### src/rtl/timer01_core.sv
// timer01_core: 8051 timer/counter 0 and 1 datapath.
//   Holds TMOD, TL0, TH0, TL1 and TH1, counts machine-cycle ticks or
//   falling edges on t0_pin/t1_pin, and emits one-clock overflow pulses
//   that the TCON owner turns into TF0/TF1.
// Ports:
//   clock, reset        system clock, asynchronous active-high reset
//   tick                one-clock pulse per machine cycle (qualifies all counting)
//   addr, data_in       SFR address / write data
//   wr_en, wr_bit_en    SFR write strobe; byte writes only when wr_bit_en = 0
//   tcon_data           TCON contents (bit4 = TR0, bit6 = TR1)
//   t0_pin, t1_pin      external count inputs
//   int0_n, int1_n      external interrupt pins, used for gating
//   tf0_set, tf1_set    registered one-clock overflow pulses
//   data_out            combinational read-back of the addressed SFR
module timer01_core #(
  parameter logic [7:0] ADDR_TMOD = 8'h89,
  parameter logic [7:0] ADDR_TL0  = 8'h8A,
  parameter logic [7:0] ADDR_TL1  = 8'h8B,
  parameter logic [7:0] ADDR_TH0  = 8'h8C,
  parameter logic [7:0] ADDR_TH1  = 8'h8D
) (
  input  logic       clock,
  input  logic       reset,
  input  logic       tick,
  input  logic [7:0] addr,
  input  logic [7:0] data_in,
  input  logic       wr_en,
  input  logic       wr_bit_en,
  input  logic [7:0] tcon_data,
  input  logic       t0_pin,
  input  logic       t1_pin,
  input  logic       int0_n,
  input  logic       int1_n,
  output logic       tf0_set,
  output logic       tf1_set,
  output logic [7:0] data_out
);

  typedef struct packed {
    logic [7:0] tl;
    logic [7:0] th;
    logic       ovf;
  } step_t;

  // One counting step of a timer in modes 0-2; mode 3 holds here
  // (timer 0's split mode is handled separately).
  function automatic step_t count_step(input logic [1:0] mode,
                                       input logic [7:0] tl,
                                       input logic [7:0] th);
    step_t s;
    s.tl  = tl;
    s.th  = th;
    s.ovf = 1'b0;
    case (mode)
      2'd0: begin
        // 13-bit: TL[4:0] prescales TH, TL[7:5] is left untouched
        if (tl[4:0] == 5'h1F) begin
          s.tl  = {tl[7:5], 5'h00};
          s.th  = th + 8'd1;
          s.ovf = (th == 8'hFF);
        end else begin
          s.tl = {tl[7:5], tl[4:0] + 5'd1};
        end
      end
      2'd1: begin
        {s.th, s.tl} = {th, tl} + 16'd1;
        s.ovf        = ({th, tl} == 16'hFFFF);
      end
      2'd2: begin
        if (tl == 8'hFF) begin
          s.tl  = th;
          s.ovf = 1'b1;
        end else begin
          s.tl = tl + 8'd1;
        end
      end
      default: ;
    endcase
    return s;
  endfunction

  logic [7:0] tmod, tl0, th0, tl1, th1;
  logic       samp0, samp1;
  logic [7:0] tl0_nx, th0_nx, tl1_nx, th1_nx;
  logic       ovf0, ovf1, ovf_h0;
  step_t      step0, step1;

  logic wr_byte, wr_tmod, wr_tl0, wr_th0, wr_tl1, wr_th1;
  assign wr_byte = wr_en & ~wr_bit_en;
  assign wr_tmod = wr_byte & (addr == ADDR_TMOD);
  assign wr_tl0  = wr_byte & (addr == ADDR_TL0);
  assign wr_th0  = wr_byte & (addr == ADDR_TH0);
  assign wr_tl1  = wr_byte & (addr == ADDR_TL1);
  assign wr_th1  = wr_byte & (addr == ADDR_TH1);

  logic [1:0] mode0, mode1;
  logic       split, run0, run1, cnt0, cnt1;
  assign mode0 = tmod[1:0];
  assign mode1 = tmod[5:4];
  assign split = (mode0 == 2'd3);
  assign run0  = tcon_data[4] & (~tmod[3] | int0_n);
  assign run1  = tcon_data[6] & (~tmod[7] | int1_n);
  // Counter mode counts a 1->0 change between consecutive tick samples
  assign cnt0  = tick & run0 & (tmod[2] ? (samp0 & ~t0_pin) : 1'b1);
  assign cnt1  = tick & run1 & (tmod[6] ? (samp1 & ~t1_pin) : 1'b1);

  assign step0 = count_step(mode0, tl0, th0);
  assign step1 = count_step(mode1, tl1, th1);

  logic unused_tcon;
  assign unused_tcon = ^{tcon_data[7], tcon_data[5], tcon_data[3:0]};

  always_comb begin
    tl0_nx = tl0;
    th0_nx = th0;
    ovf0   = 1'b0;
    ovf_h0 = 1'b0;
    if (split) begin
      // TL0 keeps timer 0's controls; TH0 borrows TR1 as a plain timer
      if (cnt0) begin
        tl0_nx = tl0 + 8'd1;
        ovf0   = (tl0 == 8'hFF);
      end
      if (tick & tcon_data[6]) begin
        th0_nx = th0 + 8'd1;
        ovf_h0 = (th0 == 8'hFF);
      end
    end else if (cnt0) begin
      tl0_nx = step0.tl;
      th0_nx = step0.th;
      ovf0   = step0.ovf;
    end
  end

  always_comb begin
    tl1_nx = tl1;
    th1_nx = th1;
    ovf1   = 1'b0;
    if (cnt1) begin
      tl1_nx = step1.tl;
      th1_nx = step1.th;
      ovf1   = step1.ovf;
    end
  end

  // A write to any byte taking part in the wrap cancels the pulse:
  // modes 0/1 wrap across both bytes, mode 2 and split TL0 only via TL.
  logic sup0, sup1;
  assign sup0 = wr_tl0 | (~mode0[1] & wr_th0);
  assign sup1 = wr_tl1 | (~mode1[1] & wr_th1);

  always_ff @(posedge clock or posedge reset) begin
    if (reset) begin
      tmod    <= 8'h00;
      tl0     <= 8'h00;
      th0     <= 8'h00;
      tl1     <= 8'h00;
      th1     <= 8'h00;
      samp0   <= 1'b1;
      samp1   <= 1'b1;
      tf0_set <= 1'b0;
      tf1_set <= 1'b0;
    end else begin
      if (wr_tmod) tmod <= data_in;
      tl0 <= wr_tl0 ? data_in : tl0_nx;
      th0 <= wr_th0 ? data_in : th0_nx;
      tl1 <= wr_tl1 ? data_in : tl1_nx;
      th1 <= wr_th1 ? data_in : th1_nx;
      if (tick) begin
        samp0 <= t0_pin;
        samp1 <= t1_pin;
      end
      tf0_set <= ovf0 & ~sup0;
      // Timer 1 loses its flag to TH0 while timer 0 is split
      tf1_set <= (ovf1 & ~sup1 & ~split) | (ovf_h0 & ~wr_th0);
    end
  end

  always_comb begin
    data_out = 8'h00;
    case (addr)
      ADDR_TMOD: data_out = tmod;
      ADDR_TL0:  data_out = tl0;
      ADDR_TL1:  data_out = tl1;
      ADDR_TH0:  data_out = th0;
      ADDR_TH1:  data_out = th1;
      default:   data_out = 8'h00;
    endcase
  end

endmodule
### config.mk
export PLATFORM = sky130hd
export DESIGN_NAME = timer01_core
export DESIGN_NICKNAME = d
export VERILOG_FILES = /design/src/rtl/timer01_core.sv
export SDC_FILE = /design/constraint.sdc
export NUM_CORES = 1
export LEC_CHECK = 0
export CORE_MARGIN = 10
export CORE_UTILIZATION = 50
export DETAILED_ROUTE_END_ITERATION = 8
export PLACE_DENSITY = 0.72
export SLEW_MARGIN = 10
export SYNTH_ARGS = -nofsm -noshare
export SYNTH_HDL_FRONTEND = slang
export SYNTH_SLANG_ARGS = --single-unit
### constraint.sdc
create_clock -name clock -period 4.27 [get_ports clock]
set_input_delay 0.854 -clock clock [delete_from_list [all_inputs] [get_ports clock]]
set_output_delay 0.854 -clock clock [all_outputs]
set_load 0.05 [all_outputs]
==> flow_metrics.tcl <==
set metrics [dict create \
    setup_ws_ps 423.5 \
    clk_latency_ps 310 \
    end_kind "primary output" \
    max-vdd-ir-drop_mv 0.2090 \
    drv_slew 0 \
    p_leak_nw 1.625 \
    numCtsBuffers 5 \
    crit_arrival_ps 2990 \
    timing.final.crit_share 0.9008 \
    path_clk_slew_ps 80 \
    criticalPathCategory "input port to primary output" \
    worst_slew_pin_slew_ps 942.6 \
    wl_mm 11.07 \
    async_flop_share 1.000 \
    relSlewSlack 0.3707 \
    via_count 3588 \
    outcome "complete, no violations" \
    grt_start_max_net_pins 45 \
    ios 43 \
    cts_resized 0 \
    wire_per_inst_um 20.61 \
    drive_gt1_frac 0.09628 \
    synth_area_mm2 0.003476 \
    grt_pass1_wl_mm 17.64 \
    final_cell_mix "nand2_1 (60), o21ai_0 (45), dfrtp_1 (42)" \
    final_nets 502 \
    power.density_mw_per_mm2 368.3 \
    hold_violations 0 \
    core_mm2 0.006756 \
    via_per_inst 6.682 \
    max_freq_ghz 0.2600 \
    cts_buffer_depth 2 \
    synth_cells 427 \
    syn_area_per_cell_um2 8.140 \
    first_iter_violations 264 \
    hpwl_mm 8.301 \
    die_w_um 103.4 \
    drcViolationCount 0 \
    stdcell_area_mm2 0.004101 \
    rows 30 \
    ys_seq_area_frac 0.3175 \
    synth_edf_count 0 \
    maxCapViolations 0 \
    crit_required_ps 3420 \
    finalPower_mw 1.510 \
    overflow 0 \
    io_buffers 36 \
    die_area_mm2 0.01069 \
    synth_ff_type "dfrtp_1" \
    reg2reg_slack_ps 1310 \
    diodes 0 \
    holdCritPathClass "flop to flop" \
    syn_nets 473 \
    postRouteAntennaNets 0 \
    cts_hold_buf 0 \
    cts_tree "done" \
    die_height_um 103.4 \
    path_max_fanout 9 \
    place_ws_ps 424.6 \
    cts_root_buf "clkbuf_8" \
    initial_core_util 0.5144 \
    post-route-util 0.6070 \
    post-route-min-period_ps 3846 \
    finalWeightedCongestion 0.9462 \
    syn_to_final_growth_pct 18.00 \
    drtPass1Iterations 5 \
    tns_ps 0 \
    fillers 619 \
    cp-start-kind "input port" \
    rsz0062_at_grt "false" \
    final_common_cell "nand2_1" \
    cts.sinks 44 \
    synth_cell_type_count 63 \
    postCtsSetupRepairBufs 0 \
    cts_max_level 2 \
    grt.total_usage 0.2086 \
    grt_antenna_before_repair 0 \
    finalClockSkew_ps 11.45 \
    ys_ff_latch 44 \
    yosysWarnings 0 \
    placed_cell_area_mm2 0.003969 \
    setup_viol 0 \
    grt_pass1_vias 3380 \
]
[worst paths after layout]
kind | from | endpoint | cells after the start
min reg2reg | tmod[7] | tmod[7] | 1
min | tmod[7] | tmod[7] | 1
max | addr[5] | data_out[4] | 6
min in group asynchronous | reset | tl0[3] | 2
max in group asynchronous | reset | th0[3] | 2
max reg2reg | tmod[1] | th0[2] | 6
[synthesized netlist by cell type (2+ instances only)]
cell / number / area (um2)
a2111oi_0: 2 / 17.52
a211oi_1: 13 / 97.59
a21oi_1: 15 / 75.07
a221o_1: 2 / 20.02
a221oi_1: 6 / 52.55
a222oi_1: 8 / 80.08
a22oi_1: 9 / 67.56
a31oi_1: 3 / 18.77
a32o_1: 2 / 20.02
a41o_1: 2 / 20.02
and2_1: 3 / 18.77
and3_1: 5 / 31.28
and4_1: 4 / 35.03
buf_2: 4 / 20.02
buf_6: 2 / 22.52
clkbuf_1: 12 / 45.04
dfrtp_1: 42 / 1051
dfstp_2: 2 / 52.55
ha_1: 13 / 162.7
inv_1: 17 / 63.81
mux2_2: 11 / 123.9
mux2i_1: 5 / 50.05
nand2_1: 60 / 225.2
nand2b_1: 3 / 18.77
nand3_1: 13 / 65.06
nand4_1: 8 / 50.05
nor2_1: 37 / 138.9
nor2b_1: 4 / 25.02
nor3_1: 12 / 60.06
nor4_1: 2 / 12.51
o211ai_1: 4 / 30.03
o21ai_0: 45 / 225.2
o22ai_1: 7 / 43.79
o2bb2ai_1: 2 / 17.52
or2_2: 2 / 12.51
or3_1: 4 / 25.02
xnor2_1: 9 / 78.83
xor2_1: 8 / 70.07
[routing by layer]
| metal | wire, um | part of all wire | vias up | global-route usage |
|---|---|---|---|---|
| li1 | - | - | 1658 | - |
| met1 | 4619 | 0.42 | 1733 | 0.2638 |
| met2 | 5530 | 0.50 | 170 | 0.3553 |
| met3 | 700 | 0.063 | 27 | 0.03256 |
| met4 | 214 | 0.019 | 0 | 0.06524 |
| met5 | 0 | 0 | - | 0 |
[registers in the layout, summed over array words and instances (netlist names)]
register / count
th0: 8
tf1_set: 1
tl1: 8
th1: 8
samp0: 1
samp1: 1
tl0: 8
tmod: 8
tf0_set: 1
[worst max-delay path, cell delays in order]
cell and delay [ps]:
clkdlybuf4s50_1 390, or4b_1 690, nor4b_4 520, a222oi_1 210
nand2_1 170, buf_12 150
[cell type report]
type                    instances  area, um2  area share
clock buffers                   6      72.57     0.01769
clock inverters                 2      60.06     0.01464
inverters                      18      67.56     0.01647
multi-input cells             346       2220      0.5412
flip-flops and latches         44       1104      0.2691
well taps                      80      100.1     0.02441
repair buffers                 41      478.0      0.1165
[logic make-up after synthesis]
logic type / count (synthesis) / synth area share
and+or+nand+nor: 168 / 0.2394
DFF: 44 / 0.3175
buffers and inverters: 37 / 0.04571
AOI/OAI and AO/OA: 132 / 0.2577
adders and majority gates: 13 / 0.04680
muxes: 16 / 0.05004
xor gates and xnor gates: 17 / 0.04284
[through the flow]
| step | instances | hold slack (ps) |
|---|---|---|
| 4_1_cts | 537 | 579.9 |
| 5_1_grt | 537 | 591.0 |
| 6_report | 537 | 580.9 |
| 2_1_floorplan | 427 | 493.0 |
| 3_5_place_dp | 529 | 560.6 |
| 3_3_place_gp | 529 | 544.1 |
[power breakdown]
group | switching, mW | internal (mW)
combinational | 0.228 | 0.202
clock | 0.157 | 0.234
sequential | 0.185 | 0.504
total | 0.570 | 0.940
(Power assumes the default switching activity.)
